<file path="src/rtl/alu_ctrl.sv">
// Command sequencer and register file wrapped around an external 4-bit ALU.
// Optional zero flag register: define ALU_CTRL_ZERO_FLAG_EN to build it.
module alu_ctrl #(
    parameter  int NREG = 4,
    localparam int AW   = $clog2(NREG)
) (
    input  logic          clk,
    input  logic          rst_n,
    input  logic          cmd_valid,
    output logic          cmd_ready,
    input  logic [1:0]    cmd_op,
    input  logic [AW-1:0] cmd_src_a,
    input  logic [AW-1:0] cmd_src_b,
    input  logic          cmd_imm_sel,
    input  logic [3:0]    cmd_imm,
    input  logic [AW-1:0] cmd_dst,
    input  logic          ld_en,
    input  logic [AW-1:0] ld_addr,
    input  logic [3:0]    ld_data,
    output logic [3:0]    alu_a,
    output logic [3:0]    alu_b,
    output logic [1:0]    alu_opcode,
    input  logic [3:0]    alu_y,
    input  logic          alu_carry,
    output logic          res_valid,
    input  logic          res_ready,
    output logic [3:0]    res_data,
    output logic          res_carry,
    output logic          z_flag
);

    localparam logic [1:0] IDLE = 2'd0;
    localparam logic [1:0] EXEC = 2'd1;
    localparam logic [1:0] RESP = 2'd2;

    logic [1:0]    state;
    logic [1:0]    op_p0;
    logic [AW-1:0] src_a_p0;
    logic [AW-1:0] src_b_p0;
    logic          imm_sel_p0;
    logic [3:0]    imm_p0;
    logic [AW-1:0] dst_p0;
    logic [3:0]    regs [NREG];

    logic accept;
    logic exec;

    assign cmd_ready = (state == IDLE);
    assign res_valid = (state == RESP);
    assign accept    = cmd_valid && cmd_ready;
    assign exec      = (state == EXEC);

    // Operands are driven continuously; the ALU result is only consumed in EXEC.
    assign alu_a      = regs[src_a_p0];
    assign alu_b      = imm_sel_p0 ? imm_p0 : regs[src_b_p0];
    assign alu_opcode = op_p0;

    always_ff @(posedge clk or negedge rst_n) begin
        if (!rst_n) begin
            state <= IDLE;
        end else begin
            case (state)
                IDLE:    if (cmd_valid) state <= EXEC;
                EXEC:    state <= RESP;
                RESP:    if (res_ready) state <= IDLE;
                default: state <= IDLE;
            endcase
        end
    end

    always_ff @(posedge clk or negedge rst_n) begin
        if (!rst_n) begin
            op_p0      <= '0;
            src_a_p0   <= '0;
            src_b_p0   <= '0;
            imm_sel_p0 <= 1'b0;
            imm_p0     <= '0;
            dst_p0     <= '0;
        end else if (accept) begin
            op_p0      <= cmd_op;
            src_a_p0   <= cmd_src_a;
            src_b_p0   <= cmd_src_b;
            imm_sel_p0 <= cmd_imm_sel;
            imm_p0     <= cmd_imm;
            dst_p0     <= cmd_dst;
        end
    end

    // Writeback owns the register file in EXEC, so loads are dropped there.
    always_ff @(posedge clk or negedge rst_n) begin
        if (!rst_n) begin
            for (int i = 0; i < NREG; i++) regs[i] <= '0;
        end else if (exec) begin
            regs[dst_p0] <= alu_y;
        end else if (ld_en) begin
            regs[ld_addr] <= ld_data;
        end
    end

    always_ff @(posedge clk or negedge rst_n) begin
        if (!rst_n) begin
            res_data  <= '0;
            res_carry <= 1'b0;
        end else if (exec) begin
            res_data  <= alu_y;
            res_carry <= alu_carry;
        end
    end

`ifdef ALU_CTRL_ZERO_FLAG_EN
    always_ff @(posedge clk or negedge rst_n) begin
        if (!rst_n) begin
            z_flag <= 1'b0;
        end else if (exec) begin
            z_flag <= (alu_y == 4'd0);
        end
    end
`else
    assign z_flag = 1'b0;
`endif

endmodule
</file>
<file path="config.mk">
export PLATFORM = sky130hd
export DESIGN_NAME = alu_ctrl
export DESIGN_NICKNAME = d
export VERILOG_FILES = /design/src/rtl/alu_ctrl.sv
export SDC_FILE = /design/constraint.sdc
export NUM_CORES = 1
export LEC_CHECK = 0
export CORE_MARGIN = 3
export CORE_UTILIZATION = 52
export DETAILED_ROUTE_END_ITERATION = 8
export GPL_TIMING_DRIVEN = 0
export PLACE_DENSITY = 0.84
export SYNTH_ARGS = -nofsm -noshare
export SYNTH_HDL_FRONTEND = slang
export SYNTH_SLANG_ARGS = --single-unit
</file>
<file path="constraint.sdc">
create_clock -name clk -period 3.64 [get_ports clk]
set_input_delay 0.728 -clock clk [delete_from_list [all_inputs] [get_ports clk]]
set_output_delay 0.728 -clock clk [all_outputs]
set_load 0.05 [all_outputs]
</file>
==> flow_metrics.py, run 1 <==
metrics = {
    "die": {
        "io_pins": 47,
        "die-height_microns": 66.0,
        "num_rows": 21,
        "coreArea_sq_mm": 0.00342,
        "die_w_microns": 66.0,
        "die_area_sq_mm": 0.00436,
        "start_util_pct": 54.9,
    },
    "setup_path": {
        "crit_path_end_kind": "output pin",
        "cp_max_fo": 9,
        "path_buf_inv": 2,
        "worst_setup_path_start_kind": "flop",
        "r2r_cells": 4,
        "reg2reg_slack_ns": 2.11,
        "timing.rr.end": "regs[5]$_DFFE_PN0P_",
        "path_delay_family": "buffers and inverters",
        "arrival_ns": 2.22,
        "slowest_stage": "clkdlybuf4s50_1",
        "crit_chain": "buf_2 > mux2_2 > o22ai_1 > a21oi_1 > clkdlybuf4s50_1",
        "critPathKind": "reg -> out",
        "crit-reg2reg-launch": "state[0]$_DFFE_PN0P_",
        "crit_required_ns": 2.91,
        "cp_slowest_stage_delay_ns": 0.72,
    },
    "route": {
        "drtIter0Drc": 110,
        "avgRoutedWirePerCell_microns": 17.8,
        "wirelength_microns": 4600,
        "drtPass1Iterations": 4,
        "ant_nets": 0,
        "routed_via_density": 5.69,
        "vias": 1467,
        "drc": 0,
    },
    "yosys": {
        "synth_commonest_cells": "dfrtp_1, nand2_1, nor2_1",
        "yosysMostFrequentCell": "dfrtp_1",
        "synthDistinctLibCells": 32,
        "syn_avg_cell_area_sq_um": 11.8,
        "yosys-top-cells-area": "dfrtp_1, mux2_4, mux2_2",
        "yosysTopAreaCell": "dfrtp_1",
        "synth_xor_xnor_area_share_pct": 0,
        "syn_nets": 188,
        "synthAdderAreaFrac_pct": 0,
        "netlist_area_sq_mm": 0.00187,
        "async_flop_share_pct": 100,
        "synth-compound-area-share_pct": 13.5,
        "synthSimpleGateAreaFrac_pct": 14.6,
        "ys_seq_elements": 36,
        "synth_top_flop_cell": "dfrtp_1",
        "yosys_warnings": 0,
        "synth_top_family_by_area": "multiplexers",
        "synth-edff-count": 0,
        "ys_seq_area_share_pct": 48.1,
        "synthMuxAreaShare_pct": 19.0,
        "syn_inst": 159,
        "synth_top_area_share_pct": 48.1,
    },
    "cts": {
        "max-clock-path-buffers": 2,
        "cts.htree.levels": 2,
        "post_cts_resized": 0,
        "cts_buffers": 5,
        "numClockSinks": 36,
        "hold_buffers": 0,
        "clk_latency_ns": 0.35,
        "path_clk_slew_ns": 0.11,
        "cts_tree": "built",
        "cts_setup_buffers": 0,
        "cts-root-buf": "clkbuf_4",
    },
    "sta": {
        "min_period_over_period_pct": 80.9,
        "finalCriticalPeriod_ns": 2.94,
        "skew_ns": 0.00727,
        "hold_viol": 0,
        "setup_viol": 0,
        "drv_slew": 0,
        "slew-limit-headroom_pct": 46.1,
        "fmax_ghz": 0.340,
        "fin_tns_setup_ns": 0,
        "rsz0062_at_grt": "no",
        "worst_pin_slew_ns": 0.809,
    },
    "run": {
        "cap_violations": 0,
    },
    "pwr": {
        "p_leak_nw": 1.05,
        "power_density_mw_per_mm2": 1020,
        "vdd_ir_drop_max_mv": 0.525,
    },
    "place": {
        "hpwl_microns": 3520,
        "io_buffer_count": 45,
        "gp_congestion": 0.913,
    },
    "global_route": {
        "grt_first_pass_wirelength_microns": 7600,
        "antenna_found_initial": 0,
        "grt_pass1_vias": 1583,
        "grt_use_total_pct": 24.1,
        "grt_overflow": 0,
        "grt_max_degree": 37,
    },
    "outcome": {
        "status": "completed",
    },
    "worst_hold_path": {
        "min_path_type": "in -> async",
    },
    "final_layout": {
        "nNetsFinal": 240,
        "area_growth_pct": 30.1,
        "n_antenna_cell": 0,
        "fin_util_pct": 71.4,
        "drive_gt1_share_pct": 21.7,
    },
}
[worst reg2reg max path: cells and delay by family, from the launching register on]
kind	cells	cell delay, ns
and+or+nand+nor	1	0.18
DFF	1	0.47
AOI/OAI and AO/OA	2	0.65
buffers and inverters	1	0.15
[stage by stage]
stage	setup slack, ns	power (mW)	hold WS, ns	area (sq um)	std cells
finish	0.697	2.48	0.457	2440	258
global route	0.596	2.63	0.483	2440	258
CTS	0.685	2.50	0.476	2440	258
detailed placement	1.08	2.27	0.462	2380	250
global placement	1.10	2.22	0.460	2380	250
floorplan	1.34	1.80	0.432	1870	159
[cell type report]
cell class | count | area [sq um]
plain buffers | 5 | 46.3
well taps | 46 | 57.6
repair buffers | 45 | 445
flip-flops and latches | 36 | 901
clock buffers | 6 | 51.3
multi-input cells | 107 | 886
clock inverters | 2 | 10.0
fillers | 257 | 977
inverters | 11 | 41.3
[where the power goes]
part	switching, mW	internal (mW)	leakage (nW)	total [mW]
clock network	0.137	0.0919	0.0380	0.229
logic	0.827	0.648	0.603	1.47
registers	0.185	0.594	0.413	0.779
total	1.15	1.33	1.05	2.48
[layer usage]
metal / up-vias / part of all wire [%] / wire length (microns) / GRT usage [%]
met4: 0 / 2.0 / 92 / 8.63
met5: - / 0 / 0 / 0
li1: 680 / - / - / -
met3: 9 / 5.5 / 255 / 6.63
met2: 55 / 51 / 2330 / 39.9
met1: 723 / 42 / 1920 / 30.2
[how the worst max path moves through the flow]
stage                                       start                        end  slack [ns]  cells after the start
after floorplan           src_b_p0[1]$_DFFE_PN0P_                   alu_b[2]        1.34                      4
after global placement                      rst_n  alu_opcode[1]$_DFFE_PN0P_        1.10                      1
after detailed placement  src_b_p0[1]$_DFFE_PN0P_                   alu_b[1]        1.08                      5
after CTS                 src_b_p0[1]$_DFFE_PN0P_                   alu_b[1]        0.68                      5
after global routing      src_b_p0[1]$_DFFE_PN0P_                   alu_b[1]        0.60                      5
final                     src_b_p0[1]$_DFFE_PN0P_                   alu_b[1]        0.70                      5
[cell usage in the layout (no fill, tap or decap), types with 5 or more instances in the layout]
master           instances
clkdlybuf4s50_1         44
dfrtp_1                 36
nor2_1                  16
nand2_1                 16
inv_1                   10
mux2_4                   9
mux2_2                   8
a221oi_1                 8
clkbuf_4                 5
[registers in the layout, indices dropped and copies added (netlist names)]
name and count:
alu_opcode 2, dst_p0 2, imm_p0 4, imm_sel_p0 1, regs 16, res_carry 1
res_data 4, src_a_p0 2, src_b_p0 2, state 2
[cells by family (layout without fill, tap and decap cells)]
group / count (synthesis) / count (layout)
compound gates: 29 / 29
buf+inv: 16 / 69
flops: 36 / 36
mux: 25 / 25
other cells: 1 / 1
simple gates: 52 / 52
(Power assumes the default switching activity.)
==> run 2: changes to the inputs <==
Settings changed: CORE_UTILIZATION 52 to 44, PLACE_DENSITY 0.84 to 0.76.
Clock period 3.64 ns to 2.58 ns, I/O delays scaled along.
==> flow_metrics.py, run 2 (synthesis gave the netlist of run 1 again) <==
metrics = {
    "pwr": {
        "p_clk_share_pct": 13.5,
        "p_sw_mw": 1.63,
        "swShare_pct": 45.4,
        "comb_power_share_pct": 55.7,
        "p_leak_nw": 1.07,
        "sequentialPowerShare_pct": 30.8,
        "power_density_mw_per_mm2": 1450,
        "p_int_mw": 1.96,
        "vdd_ir_drop_max_mv": 0.716,
    },
    "worst_hold_path": {
        "min_path_type": "in -> async",
    },
    "route": {
        "routed_via_density": 5.65,
        "ant_nets": 0,
        "drtIter0Drc": 102,
        "drtPass1Iterations": 4,
        "wirelength_microns": 4670,
        "avgRoutedWirePerCell_microns": 17.8,
        "vias": 1480,
        "drc": 0,
    },
    "final_layout": {
        "drive_gt1_share_pct": 21.2,
        "n_antenna_cell": 0,
        "largest_register_ffs": 16,
        "nNetsFinal": 240,
        "most-common-layout-cells": "dfrtp_1, clkdlybuf4s50_1, nor2_1, nand2_1, inv_1",
        "top_regs": "regs (16), imm_p0 (4), res_data (4)",
        "area_growth_pct": 32.3,
        "fin_util_pct": 61.1,
        "largest_register": "regs",
    },
    "place": {
        "gp_congestion": 0.912,
        "io_buffer_count": 45,
        "hpwl_microns": 3520,
    },
    "sta": {
        "slew-limit-headroom_pct": 45.9,
        "finalCriticalPeriod_ns": 2.42,
        "hold_viol": 0,
        "skew_ns": 0.00692,
        "fmax_ghz": 0.414,
        "rsz0062_at_grt": "no",
        "min_period_over_period_pct": 93.6,
        "drv_slew": 0,
        "worst_pin_slew_ns": 0.812,
        "setup_viol": 0,
        "fin_tns_setup_ns": 0,
    },
    "cts": {
        "cts_setup_buffers": 0,
        "max-clock-path-buffers": 2,
        "path_clk_slew_ns": 0.07,
        "numClockSinks": 36,
        "clk_latency_ns": 0.29,
        "cts-root-buf": "clkbuf_8",
        "cts_buffers": 5,
        "cts_tree": "built",
        "cts.htree.levels": 2,
    },
    "setup_path": {
        "worstSetupEndpoint": "res_valid",
        "critPathKind": "reg -> out",
        "crit_required_ns": 2.06,
        "crit_cells": 3,
        "reg2reg_slack_ns": 0.98,
        "cp_max_fo": 8,
        "cp-startpoint": "state[1]$_DFFE_PN0P_",
        "arrival_ns": 1.90,
        "slowest_stage": "clkdlybuf4s50_1",
        "crit_path_end_kind": "output pin",
        "path_buf_inv": 2,
        "crit-reg2reg-launch": "state[0]$_DFFE_PN0P_",
        "r2r_cells": 4,
        "timing.rr.end": "regs[6]$_DFFE_PN0P_",
        "crit_chain": "or2b_1 > inv_1 > clkdlybuf4s50_1",
        "worst_setup_path_start_kind": "flop",
        "path_delay_family": "buffers and inverters",
        "cp_slowest_stage_delay_ns": 0.79,
    },
    "global_route": {
        "grt_pass1_vias": 1643,
        "grt_overflow": 0,
        "antenna_found_initial": 0,
        "grt_use_total_pct": 20.5,
        "grt_first_pass_wirelength_microns": 7940,
        "grt_max_degree": 37,
    },
    "die": {
        "start_util_pct": 46.2,
        "die_area_sq_mm": 0.00508,
        "num_rows": 23,
        "coreArea_sq_mm": 0.00406,
        "die-height_microns": 71.3,
        "die_w_microns": 71.3,
        "io_pins": 47,
    },
    "outcome": {
        "status": "completed",
    },
    "run": {
        "cap_violations": 0,
    },
}
==> run 2: cell types whose count changed in the layout (fill, tap and decap cells not counted), sizes merged <==
cell | previous run | this run
clkinv | 2 | 1
dlygate4sd2 | 0 | 8
bufinv | 0 | 1
clkdlybuf4s50 | 44 | 36
==> run 2: final cells by class <==
| cell class | instances | area [sq um] |
|---|---|---|
| fill | 324 | 1580 |
| sequential | 36 | 901 |
| multi-input combinational | 107 | 886 |
| timing repair buffer | 45 | 435 |
| clock buffer | 6 | 72.6 |
| tap | 50 | 62.6 |
| buffer | 5 | 46.3 |
| inverter | 11 | 41.3 |
| clock inverter | 2 | 35.0 |
==> run 2: repair_timing <==
action,in CTS,in global routing
hold endpoints to repair,0,0
hold buffers,0,0
resized for setup,8,0
endpoints found under the setup margin,8,0
==> run 2: per-stage QoR <==
step / total power, mW / instance area, sq um / hold slack, ns / setup slack [ns] / std cells
floorplan: 2.54 / 1870 / 0.220 / 0.497 / 159
global placement: 3.13 / 2390 / 0.463 / 0.276 / 254
detailed placement: 3.20 / 2380 / 0.470 / 0.253 / 254
CTS: 3.61 / 2480 / 0.330 / 0.161 / 262
global route: 3.79 / 2480 / 0.376 / 0.0989 / 262
finish: 3.59 / 2480 / 0.317 / 0.164 / 262
==> run 2: power by group through the flow <==
stage,logic [mW],clock network (mW),registers [mW]
4_1_cts,2.01,0.491,1.10
2_1_floorplan,1.33,0,1.21
6_report,2.00,0.485,1.11
5_1_grt,2.12,0.517,1.15
3_5_place_dp,2.09,0,1.11
3_3_place_gp,2.04,0,1.09
==> run 2: worst min path at each step <==
stage | from | to | slack [ns]
after detailed placement | res_data[2]$_DFFE_PN0P_ | res_data[2]$_DFFE_PN0P_ | 0.47
after global routing | rst_n | regs[11]$_DFFE_PN0P_ | 0.38
after global placement | res_data[2]$_DFFE_PN0P_ | res_data[2]$_DFFE_PN0P_ | 0.46
final | rst_n | regs[12]$_DFFE_PN0P_ | 0.32
after CTS | rst_n | regs[8]$_DFFE_PN0P_ | 0.33
after floorplan | rst_n | alu_opcode[0]$_DFFE_PN0P_ | 0.22
==> run 2: worst reg2reg max path: stages (launching register included) <==
cell	delay (ns)
dfrtp_1	0.46
nor2b_4	0.17
buf_6	0.15
o31a_1	0.33
a221oi_1	0.37
==> run 2: layer usage <==
metal | share of wire (%) | global-route usage, % | routed length, microns
met1 | 42 | 26.2 | 1980
met2 | 51 | 33.8 | 2360
met3 | 5.0 | 4.35 | 233
met4 | 2.1 | 8.56 | 96
met5 | 0 | 0 | 0
